File: config.mk
export PLATFORM = sky130hd
export DESIGN_NAME = inst_mem_loader
export DESIGN_NICKNAME = d
export VERILOG_FILES = /design/src/rtl/mips_pkg.sv /design/src/rtl/word_assembler.sv /design/src/rtl/inst_mem_loader.sv
export SDC_FILE = /design/constraint.sdc
export NUM_CORES = 1
export LEC_CHECK = 0
export CAP_MARGIN = 20
export CORE_ASPECT_RATIO = 1.2
export CORE_MARGIN = 2
export CORE_UTILIZATION = 50
export CTS_CLUSTER_SIZE = 25
export DETAILED_ROUTE_END_ITERATION = 10
export GPL_ROUTABILITY_DRIVEN = 0
export PLACE_DENSITY = 0.77
export SLEW_MARGIN = 5
export SYNTH_ARGS = -nofsm -noshare
export SYNTH_HDL_FRONTEND = slang
export SYNTH_SLANG_ARGS = --single-unit
File: constraint.sdc
create_clock -name clk -period 3.2 [get_ports clk]
set_input_delay 0.48 -clock clk [delete_from_list [all_inputs] [get_ports clk]]
set_output_delay 0.48 -clock clk [all_outputs]
set_load 0.01 [all_outputs]
File: src/rtl/mips_pkg.sv
// Shared definitions for the MIPS boot path: loader states and memory geometry.
package mips_pkg;

   localparam int unsigned WORD_W      = 32;
   localparam int unsigned BYTE_W      = 8;
   localparam int unsigned IMEM_ADDR_W = 6;

   typedef enum logic [1:0] {
      LD_IDLE  = 2'd0,
      LD_LOAD  = 2'd1,
      LD_DONE  = 2'd2,
      LD_ERROR = 2'd3
   } loader_state_e;

endpackage

File: src/rtl/word_assembler.sv
// Packs an accepted byte stream big-endian into 32-bit words.
// word_valid_o pulses for one cycle after the fourth byte of a word is accepted.
module word_assembler
   import mips_pkg::*;
(
   input  logic              clk,
   input  logic              rst,
   input  logic              clear_i,
   input  logic              accept_i,
   input  logic [BYTE_W-1:0] byte_i,
   output logic [1:0]        byte_cnt_o,
   output logic [WORD_W-1:0] word_o,
   output logic              word_valid_o
);

   logic [1:0]        cnt_q,   cnt_d;
   logic [WORD_W-1:0] shift_q, shift_d;
   logic [WORD_W-1:0] word_q,  word_d;
   logic              valid_q, valid_d;

   always_comb begin
      cnt_d   = cnt_q;
      shift_d = shift_q;
      word_d  = word_q;
      valid_d = 1'b0;
      if (clear_i) begin
         cnt_d   = 2'd0;
         shift_d = '0;
      end else if (accept_i) begin
         shift_d = {shift_q[WORD_W-BYTE_W-1:0], byte_i};
         cnt_d   = cnt_q + 2'd1;
         // Completed word is latched separately so wr_data stays stable while the next word fills.
         if (cnt_q == 2'd3) begin
            word_d  = shift_d;
            valid_d = 1'b1;
         end
      end
   end

   always_ff @(posedge clk or posedge rst) begin
      if (rst) begin
         cnt_q   <= 2'd0;
         shift_q <= '0;
         word_q  <= '0;
         valid_q <= 1'b0;
      end else begin
         cnt_q   <= cnt_d;
         shift_q <= shift_d;
         word_q  <= word_d;
         valid_q <= valid_d;
      end
   end

   assign byte_cnt_o   = cnt_q;
   assign word_o       = word_q;
   assign word_valid_o = valid_q;

endmodule

File: src/rtl/inst_mem_loader.sv
// Boot loader: streams bytes into instruction memory and holds the core in
// reset until a complete program has been written.
module inst_mem_loader
   import mips_pkg::*;
#(
   parameter int unsigned ADDR_W = IMEM_ADDR_W,
   parameter int unsigned DEPTH  = 64
) (
   input  logic              clk,
   input  logic              rst,
   input  logic              start,
   input  logic              s_valid,
   output logic              s_ready,
   input  logic [BYTE_W-1:0] s_data,
   input  logic              s_last,
   output logic              wr_en,
   output logic [ADDR_W-1:0] wr_addr,
   output logic [WORD_W-1:0] wr_data,
   output logic              cpu_rst,
   output logic              done,
   output logic              error,
   output logic [ADDR_W:0]   words_loaded
);

   loader_state_e     state_q, state_d;
   logic              s_ready_q, s_ready_d;
   logic [ADDR_W-1:0] word_idx_q, word_idx_d;
   logic [ADDR_W-1:0] wr_addr_q, wr_addr_d;
   logic [ADDR_W:0]   words_q, words_d;
   logic              cpu_rst_q, cpu_rst_d;
   logic              done_q, done_d;
   logic              error_q, error_d;

   logic              xfer;
   logic              byte3;
   logic              go;
   logic [1:0]        byte_cnt;

   assign xfer  = s_valid & s_ready_q;
   assign byte3 = xfer & (byte_cnt == 2'd3);
   assign go    = start & (state_q != LD_LOAD);

   word_assembler u_asm (
      .clk          (clk),
      .rst          (rst),
      .clear_i      (go),
      .accept_i     (xfer),
      .byte_i       (s_data),
      .byte_cnt_o   (byte_cnt),
      .word_o       (wr_data),
      .word_valid_o (wr_en)
   );

   always_comb begin
      state_d    = state_q;
      word_idx_d = word_idx_q;
      wr_addr_d  = wr_addr_q;
      words_d    = words_q;
      cpu_rst_d  = cpu_rst_q;
      done_d     = done_q;
      error_d    = error_q;

      unique case (state_q)
         LD_IDLE: begin
            cpu_rst_d = 1'b1;
         end
         LD_LOAD: begin
            if (byte3) begin
               wr_addr_d  = word_idx_q;
               word_idx_d = word_idx_q + ADDR_W'(1);
               if (words_q != (ADDR_W+1)'(DEPTH))
                  words_d = words_q + (ADDR_W+1)'(1);
               if (s_last || (word_idx_q == ADDR_W'(DEPTH - 1)))
                  state_d = LD_DONE;
            end else if (xfer && s_last) begin
               state_d = LD_ERROR;
               error_d = 1'b1;
            end
         end
         LD_DONE: begin
            // Released one edge after entry so the final write lands first.
            done_d    = 1'b1;
            cpu_rst_d = 1'b0;
         end
         LD_ERROR: begin
            error_d   = 1'b1;
            cpu_rst_d = 1'b1;
         end
         default: state_d = LD_IDLE;
      endcase

      if (go) begin
         state_d    = LD_LOAD;
         word_idx_d = '0;
         words_d    = '0;
         done_d     = 1'b0;
         error_d    = 1'b0;
         cpu_rst_d  = 1'b1;
      end

      s_ready_d = (state_d == LD_LOAD);
   end

   always_ff @(posedge clk or posedge rst) begin
      if (rst) begin
         state_q    <= LD_IDLE;
         s_ready_q  <= 1'b0;
         word_idx_q <= '0;
         wr_addr_q  <= '0;
         words_q    <= '0;
         cpu_rst_q  <= 1'b1;
         done_q     <= 1'b0;
         error_q    <= 1'b0;
      end else begin
         state_q    <= state_d;
         s_ready_q  <= s_ready_d;
         word_idx_q <= word_idx_d;
         wr_addr_q  <= wr_addr_d;
         words_q    <= words_d;
         cpu_rst_q  <= cpu_rst_d;
         done_q     <= done_d;
         error_q    <= error_d;
      end
   end

   assign s_ready      = s_ready_q;
   assign wr_addr      = wr_addr_q;
   assign cpu_rst      = cpu_rst_q;
   assign done         = done_q;
   assign error        = error_q;
   assign words_loaded = words_q;

endmodule

==> results of run 1 <==
## state kept, by name, indices dropped and copies added, names as in the netlist
| name | cells |
|---|---|
| u_asm.word_o | 32 |
| u_asm.shift_q | 24 |
| words_loaded | 7 |
| word_idx_q | 6 |
| wr_addr | 6 |
| state_q | 2 |
| u_asm.byte_cnt_o | 2 |
| cpu_rst | 1 |
| done | 1 |
| error | 1 |
| s_ready | 1 |
| u_asm.word_valid_o | 1 |
## cell usage in the layout (no fill, tap or decap), drive strengths merged, types with 4 or more instances in the layout
cell type / Yosys / layout
nand2: 57 / 57
buf: 5 / 5
clkinv: 0 / 4
nand3: 10 / 10
inv: 12 / 13
a21oi: 31 / 31
clkdlybuf4s50: 0 / 62
clkbuf: 11 / 10
ha: 8 / 8
nor2: 6 / 6
o21ai: 9 / 9
mux2: 37 / 37
dfrtp: 83 / 83
## kinds of logic (layout without fill, tap and decap cells)
group	Yosys count	in the layout	synth area share, %
simple gates	85	85	10.8
flops	84	84	60.5
compound gates	55	55	9.47
mux	39	39	12.6
buf+inv	28	95	3.28
fa+ha+maj	8	8	2.88
xor+xnor	2	2	0.504
## per-layer routing
layer	vias to the layer above	GRT usage [%]	wire, um
met1	1161	26.1	3050
met2	56	30.4	3230
met4	0	6.21	57
met5	-	0	0
met3	8	5.30	278
li1	1157	-	-
## worst paths after layout
path	cells past startpoint	from	end	slack (ps)
min reg2reg	2	wr_addr[4]$_DFFE_PP0P_	wr_addr[4]$_DFFE_PP0P_	480
max reg2reg	5	state_q[1]$_DFF_PP0_	u_asm.word_o[15]$_DFFE_PP0P_	870
min	2	wr_addr[4]$_DFFE_PP0P_	wr_addr[4]$_DFFE_PP0P_	480
min in group asynchronous	2	rst	wr_addr[5]$_DFFE_PP0P_	500
max in group asynchronous	3	rst	cpu_rst$_DFFE_PP1P_	2000
max	5	state_q[1]$_DFF_PP0_	u_asm.word_o[15]$_DFFE_PP0P_	870
## cell type report
class	instances	area [um2]	share of cell area [%]
flip-flops and latches	84	2100	48.1
multi-input cells	189	1260	28.8
repair buffers	67	671	15.3
inverters	12	46.3	1.06
clock inverters	6	46.3	1.06
clock buffers	10	138	3.15
well taps	87	109	2.49
## where the power goes
| part | total [mW] | internal, mW | switching [mW] |
|---|---|---|---|
| Combinational | 1.16 | 0.639 | 0.525 |
| Clock | 0.707 | 0.310 | 0.397 |
| Sequential | 1.65 | 1.42 | 0.230 |
## worst min-delay path, delay by kind of cell (launching register included)
family | cells | cell delay [ps]
flip-flops | 1 | 350
AO/OA/AOI/OAI | 1 | 60
AND/OR/NAND/NOR | 1 | 40
## stage by stage
step	power, mW	instances
3_3_place_gp	2.79	439
2_1_floorplan	2.25	301
4_1_cts	3.55	455
3_5_place_dp	2.84	439
5_1_grt	3.75	455
6_report	3.52	455
==> results_dict.tcl, run 1 <==
set metrics [dict create \
    antenna_found_initial 0 \
    path_delay_family "simple AND/OR/NAND/NOR gates" \
    period_share_pct 72.9 \
    cpPeakStageDelay_ps 480 \
    crit_arrival_ps 2570 \
    io-pin-count 63 \
    cp_max_fo 33 \
    post_cts_buffers 0 \
    syn-instance-count 301 \
    hold_slack_ps 484 \
    fillers 561 \
    drcViolationCount 0 \
    postCtsHoldBufs 0 \
    die_y_um 95.3 \
    async_flop_share_pct 100 \
    numCtsBuffers 9 \
    ys_ff_latch 84 \
    core_um2 6770 \
    tns_ps 0 \
    vdd_drop_max_mv 0.467 \
    fin_crit_ps 2330 \
    critPathLaunchType "flop" \
    preCtsSetupSlack_ps 806 \
    slowest_stage "nand3_4" \
    tightest_slew_ps 807 \
    vias 2382 \
    rows 33 \
    avgRoutedWirePerCell_um 14.5 \
    track_usage_pct 19.3 \
    setup_viol 0 \
    fin_util_pct 64.6 \
    yosys.cell_types.count 38 \
    clk_pin_slew_ps 90 \
    hold_viol 0 \
    ys_warn_count 0 \
    cts.sinks 84 \
    maxCapViolations 0 \
    cts_root_buf "clkbuf_8" \
    worstSetupPathType "reg -> reg" \
    yosysTopAreaCellShare_pct 59.8 \
    skew_ps 14.8 \
    power_leakage_nw 2.01 \
    worstHoldPathType "reg -> reg" \
    yosysMostFrequentCell "dfrtp_1" \
    routed_via_density 5.24 \
    ys_seq_area_share_pct 60.5 \
    ant_nets 0 \
    path_cells "inv_1 > ha_1 > nand2b_1 > nand3_4 > mux2_1" \
    drtIter0Drc 171 \
    rsz0062_at_grt "false" \
    start_util_pct 51.3 \
    cp_num_buf_inv 1 \
    io_buffers 62 \
    nets 384 \
    netlist_area_um2 3470 \
    ys_top_cells_by_count "dfrtp_1, nand2_1, mux2_2" \
    grt_max_degree 51 \
    drt_wl_total_um 6610 \
    cts_buffer_depth 2 \
    yosys-top-cells-area "dfrtp_1, mux2_2, nand2_1" \
    grt_pass1_vias 2401 \
    ys_dominant_reg_cell "dfrtp_1" \
    cts_tree "built" \
    fin_area_um2 4370 \
    syn_nets 322 \
    finalMaxSlewViolations 0 \
    setup_ws_ps 868 \
    grt_first_pass_wirelength_um 11300 \
    power_density_nw_per_um2 804 \
    synth-edff-count 0 \
    end_kind "flop" \
    firstDrtPassIters 4 \
    status "completed" \
    place_area_um2 4190 \
    fmax_mhz 429 \
    n_antenna_cell 0 \
    syn_to_final_growth_pct 25.9 \
    place_hpwl_um 4450 \
    clock_latency_ps 350 \
    h-tree-depth 3 \
    grt_overflow 0 \
    synth.avg_cell_area_um2 11.5 \
    crit_required_ps 3440 \
    die_w_um 80.1 \
    drive_gt1_share_pct 17.1 \
    die_area_um2 7640 \
    yosys.area.top_type "dfrtp_1" \
    slew_headroom_pct 46.1 \
    cts_resized 0 \
]
Power figures use the tool's default switching activity.
==> inputs of run 2 (changes only) <==
- clock period: 3.2 -> 2.3 ns (I/O delays scaled with it)
==> results_dict.tcl, run 2 (synthesis gave the netlist of run 1 again) <==
set metrics [dict create \
    status "completed" \
    io_buffers 62 \
    drt_wl_total_um 6670 \
    die_y_um 95.3 \
    h-tree-depth 3 \
    place_hpwl_um 4270 \
    path_cells "inv_1 > ha_1 > nand2b_1 > nand3_4 > mux2_1" \
    numCtsBuffers 9 \
    slew_headroom_pct 67.9 \
    cts.sinks 84 \
    core_um2 6770 \
    slowest_stage "mux2_1" \
    largest_register_ffs 32 \
    dp_cells 441 \
    worstSetupPathType "reg -> reg" \
    power_leakage_nw 2.03 \
    fmax_mhz 506 \
    grt_max_degree 85 \
    fin_area_um2 4440 \
    tns_ps 0 \
    rsz0062_at_grt "false" \
    cts_resized 0 \
    seq_power_share_pct 44.7 \
    place_area_um2 4210 \
    tightest_slew_ps 481 \
    n_antenna_cell 0 \
    nets 386 \
    crit_required_ps 2540 \
    vias 2444 \
    drive_gt1_share_pct 17.6 \
    antenna_found_initial 0 \
    cpPeakStageDelay_ps 460 \
    worstHoldPathType "in -> async" \
    clk_pin_slew_ps 90 \
    clkPwrFrac_pct 23.5 \
    period_share_pct 85.9 \
    p_int_mw 3.52 \
    layout_commonest_cell "dfrtp_1" \
    critPathLaunchType "flop" \
    finalMaxSlewViolations 0 \
    fillers 540 \
    path_delay_family "simple AND/OR/NAND/NOR gates" \
    hold_viol 0 \
    cts_root_buf "clkbuf_8" \
    die_area_um2 7640 \
    drtIter0Drc 168 \
    fin_crit_ps 1980 \
    routed_via_density 5.35 \
    skew_ps 7.55 \
    grt_first_pass_wirelength_um 11200 \
    track_usage_pct 19.2 \
    grt_overflow 0 \
    rows 33 \
    start_util_pct 51.3 \
    p_comb_share_pct 31.7 \
    fin_total_pwr_mw 5.12 \
    most-common-layout-cells "dfrtp_1, clkdlybuf4s50_1, nand2_1" \
    end_kind "flop" \
    setup_viol 0 \
    cts_tree "built" \
    clock_latency_ps 350 \
    vdd_drop_max_mv 0.691 \
    layout.cells.non_filler 457 \
    cp_max_fo 33 \
    avgRoutedWirePerCell_um 14.6 \
    firstDrtPassIters 4 \
    ant_nets 0 \
    postCtsHoldBufs 0 \
    grt_pass1_vias 2386 \
    cp_num_buf_inv 1 \
    post_cts_buffers 0 \
    swShare_pct 31.2 \
    power_density_nw_per_um2 1150 \
    syn_to_final_growth_pct 27.7 \
    p_sw_mw 1.60 \
    cts_buffer_depth 2 \
    die_w_um 80.1 \
    fin_util_pct 65.5 \
    crit_arrival_ps 2210 \
    maxCapViolations 0 \
    drcViolationCount 0 \
    io-pin-count 63 \
]
run 2: cell types whose count changed in the layout (fill, tap and decap cells not counted), sizes merged:
cell      change
buf           +2
clkinvlp      +1
clkinv        -4
inv           +1
bufinv        +2
run 2: worst reg2reg max path: cells and delay by family (launching register included):
| family | cells | cell delay (ps) |
|---|---|---|
| adder cells (fa/ha/maj) | 1 | 260 |
| buffers and inverters | 1 | 110 |
| flip-flops | 1 | 420 |
| multiplexers | 1 | 470 |
| AND/OR/NAND/NOR | 2 | 610 |
run 2: worst paths after layout:
| path | start | end | slack (ps) | depth (start not counted) |
|---|---|---|---|---|
| max reg2reg | state_q[1]$_DFF_PP0_ | u_asm.word_o[15]$_DFFE_PP0P_ | 320 | 5 |
| max in group asynchronous | rst | cpu_rst$_DFFE_PP1P_ | 1520 | 3 |
| max | state_q[1]$_DFF_PP0_ | u_asm.word_o[15]$_DFFE_PP0P_ | 320 | 5 |
| min in group clk | wr_addr[5]$_DFFE_PP0P_ | wr_addr[5]$_DFFE_PP0P_ | 480 | 2 |
| min reg2reg | wr_addr[5]$_DFFE_PP0P_ | wr_addr[5]$_DFFE_PP0P_ | 480 | 2 |
| min | rst | done$_DFFE_PP0P_ | 450 | 3 |
run 2: power by group through the flow:
stage,Combinational [mW],Sequential (mW),Clock [mW]
after floorplan,0.744,2.38,0
after global placement,1.59,2.30,0
after CTS,1.65,2.29,1.22
after detailed placement,1.63,2.32,0
after global routing,1.80,2.36,1.30
final,1.62,2.29,1.21
run 2: routing by layer:
layer  share of wire (%)  up-vias  track usage (%)
met5                   0        -                0
met4                 2.7        0             10.7
met3                 4.2       14             3.60
met2                  48       64             29.4
met1                  45     1206             25.8
li1                    -     1160                -
run 2: cell type report:
type	instances	area (um2)	share of cell area, %
Sequential cell	84	2100	47.4
Timing Repair Buffer	69	686	15.4
Inverter	12	48.8	1.10
Tap cell	87	109	2.45
Multi-Input combinational cell	189	1260	28.4
Clock buffer	10	138	3.10
Clock inverter	6	93.8	2.11
run 2: per-stage QoR:
stage	setup slack, ps	hold slack (ps)
after detailed placement	200	470
after global routing	147	501
after global placement	243	466
after CTS	322	467
final	325	451
after floorplan	671	476
==> inputs of run 3 (changes only) <==
- CTS_BUF_LIST: default -> sky130_fd_sc_hd__clkbuf_16
==> results_dict.tcl, run 3 (synthesis gave the netlist of run 1 again) <==
set metrics [dict create \
    io_buffers 62 \
    rows 33 \
    numCtsBuffers 9 \
    fin_total_pwr_mw 5.47 \
    cts.sinks 84 \
    nets 386 \
    ant_nets 0 \
    setup.worst_path.start "state_q[1]$_DFF_PP0_" \
    rsz0062_at_grt "false" \
    finalMaxSlewViolations 0 \
    largest_register_ffs 32 \
    die_y_um 95.3 \
    setup_viol 0 \
    crit_required_ps 2510 \
    cp_max_fo 33 \
    cts_buffer_depth 2 \
    maxCapViolations 0 \
    die_area_um2 7640 \
    layout_commonest_cell "dfrtp_1" \
    drcViolationCount 0 \
    grt_overflow 0 \
    place_area_um2 4210 \
    reg2regPathDepth 5 \
    critPathLaunchType "flop" \
    io-pin-count 63 \
    power_density_nw_per_um2 1210 \
    antenna_found_initial 0 \
    post_cts_buffers 0 \
    reg2reg_setup_slack_ps 340 \
    period_share_pct 85.2 \
    crit_arrival_ps 2170 \
    core_um2 6770 \
    worstSetupPathType "reg -> reg" \
    worstHoldPathType "in -> async" \
    start_util_pct 51.3 \
    hold_viol 0 \
    track_usage_pct 19.2 \
    fin_area_um2 4530 \
    grt_max_degree 85 \
    die_w_um 80.1 \
    slew_headroom_pct 68.2 \
    grt_pass1_vias 2372 \
    fmax_mhz 510 \
    status "completed" \
    fillers 525 \
    n_antenna_cell 0 \
    drive_gt1_share_pct 17.3 \
    r2r_start "state_q[1]$_DFF_PP0_" \
    cts_root_buf "clkbuf_16" \
    tns_ps 0 \
    vdd_drop_max_mv 0.676 \
    cts_tree "built" \
    vias 2454 \
    grt_first_pass_wirelength_um 11200 \
    routed_via_density 5.37 \
    regToRegEndpoint "u_asm.word_o[15]$_DFFE_PP0P_" \
    tightest_slew_ps 477 \
    firstDrtPassIters 4 \
    clk_pin_slew_ps 60 \
    avgRoutedWirePerCell_um 14.5 \
    drt_wl_total_um 6650 \
    power_leakage_nw 2.07 \
    preCtsSetupSlack_ps 200 \
    clock_latency_ps 330 \
    postCtsHoldBufs 0 \
    syn_to_final_growth_pct 30.4 \
    cts_resized 0 \
    drtIter0Drc 181 \
    most-common-layout-cells "dfrtp_1, clkdlybuf4s50_1, nand2_1" \
    fin_util_pct 66.9 \
    place_hpwl_um 4270 \
    h-tree-depth 3 \
    fin_crit_ps 1960 \
    end_kind "flop" \
    setup_ws_ps 341 \
    skew_ps 6.05 \
]
run 3: power by group:
part	leakage, nW	internal (mW)	switching [mW]
combinational	0.798	0.903	0.724
clock	0.154	0.958	0.583
sequential	1.12	1.97	0.326
run 3: critical path, stage by stage, from the launching register on:
cell,delay (ps)
dfrtp_1,420
inv_1,110
ha_1,250
nand2b_1,210
nand3_4,390
mux2_1,450
run 3: metrics by stage:
stage          hold WS (ps)  cells
4_1_cts                 484    457
5_1_grt                 507    457
3_5_place_dp            470    441
6_report                457    457
3_3_place_gp            466    441
2_1_floorplan           476    301
run 3: worst max path at each step:
stage,endpoint,cells after the start
after floorplan,words_loaded[6]$_DFFE_PP0P_,6
final,u_asm.word_o[15]$_DFFE_PP0P_,5
after detailed placement,u_asm.word_o[15]$_DFFE_PP0P_,4
after global placement,u_asm.word_o[15]$_DFFE_PP0P_,4
after global routing,u_asm.word_o[15]$_DFFE_PP0P_,5
after CTS,u_asm.word_o[15]$_DFFE_PP0P_,5
run 3: area by class of cell:
type                    instances  area, um2  area share, %
multi-input cells             189       1260           27.8
flip-flops and latches         84       2100           46.4
well taps                      87        109           2.40
repair buffers                 69        686           15.1
clock inverters                 7       97.6           2.15
inverters                      12       48.8           1.08
clock buffers                   9        225           4.97
run 3: metal layers:
layer  vias to the layer above  wire (um)  global-route usage (%)
li1                       1161          -                       -
met1                      1219       2960                    26.1
met2                        63       3270                    29.0
met3                        11        286                    5.02
met4                         0        137                    8.62
met5                         -          0                       0
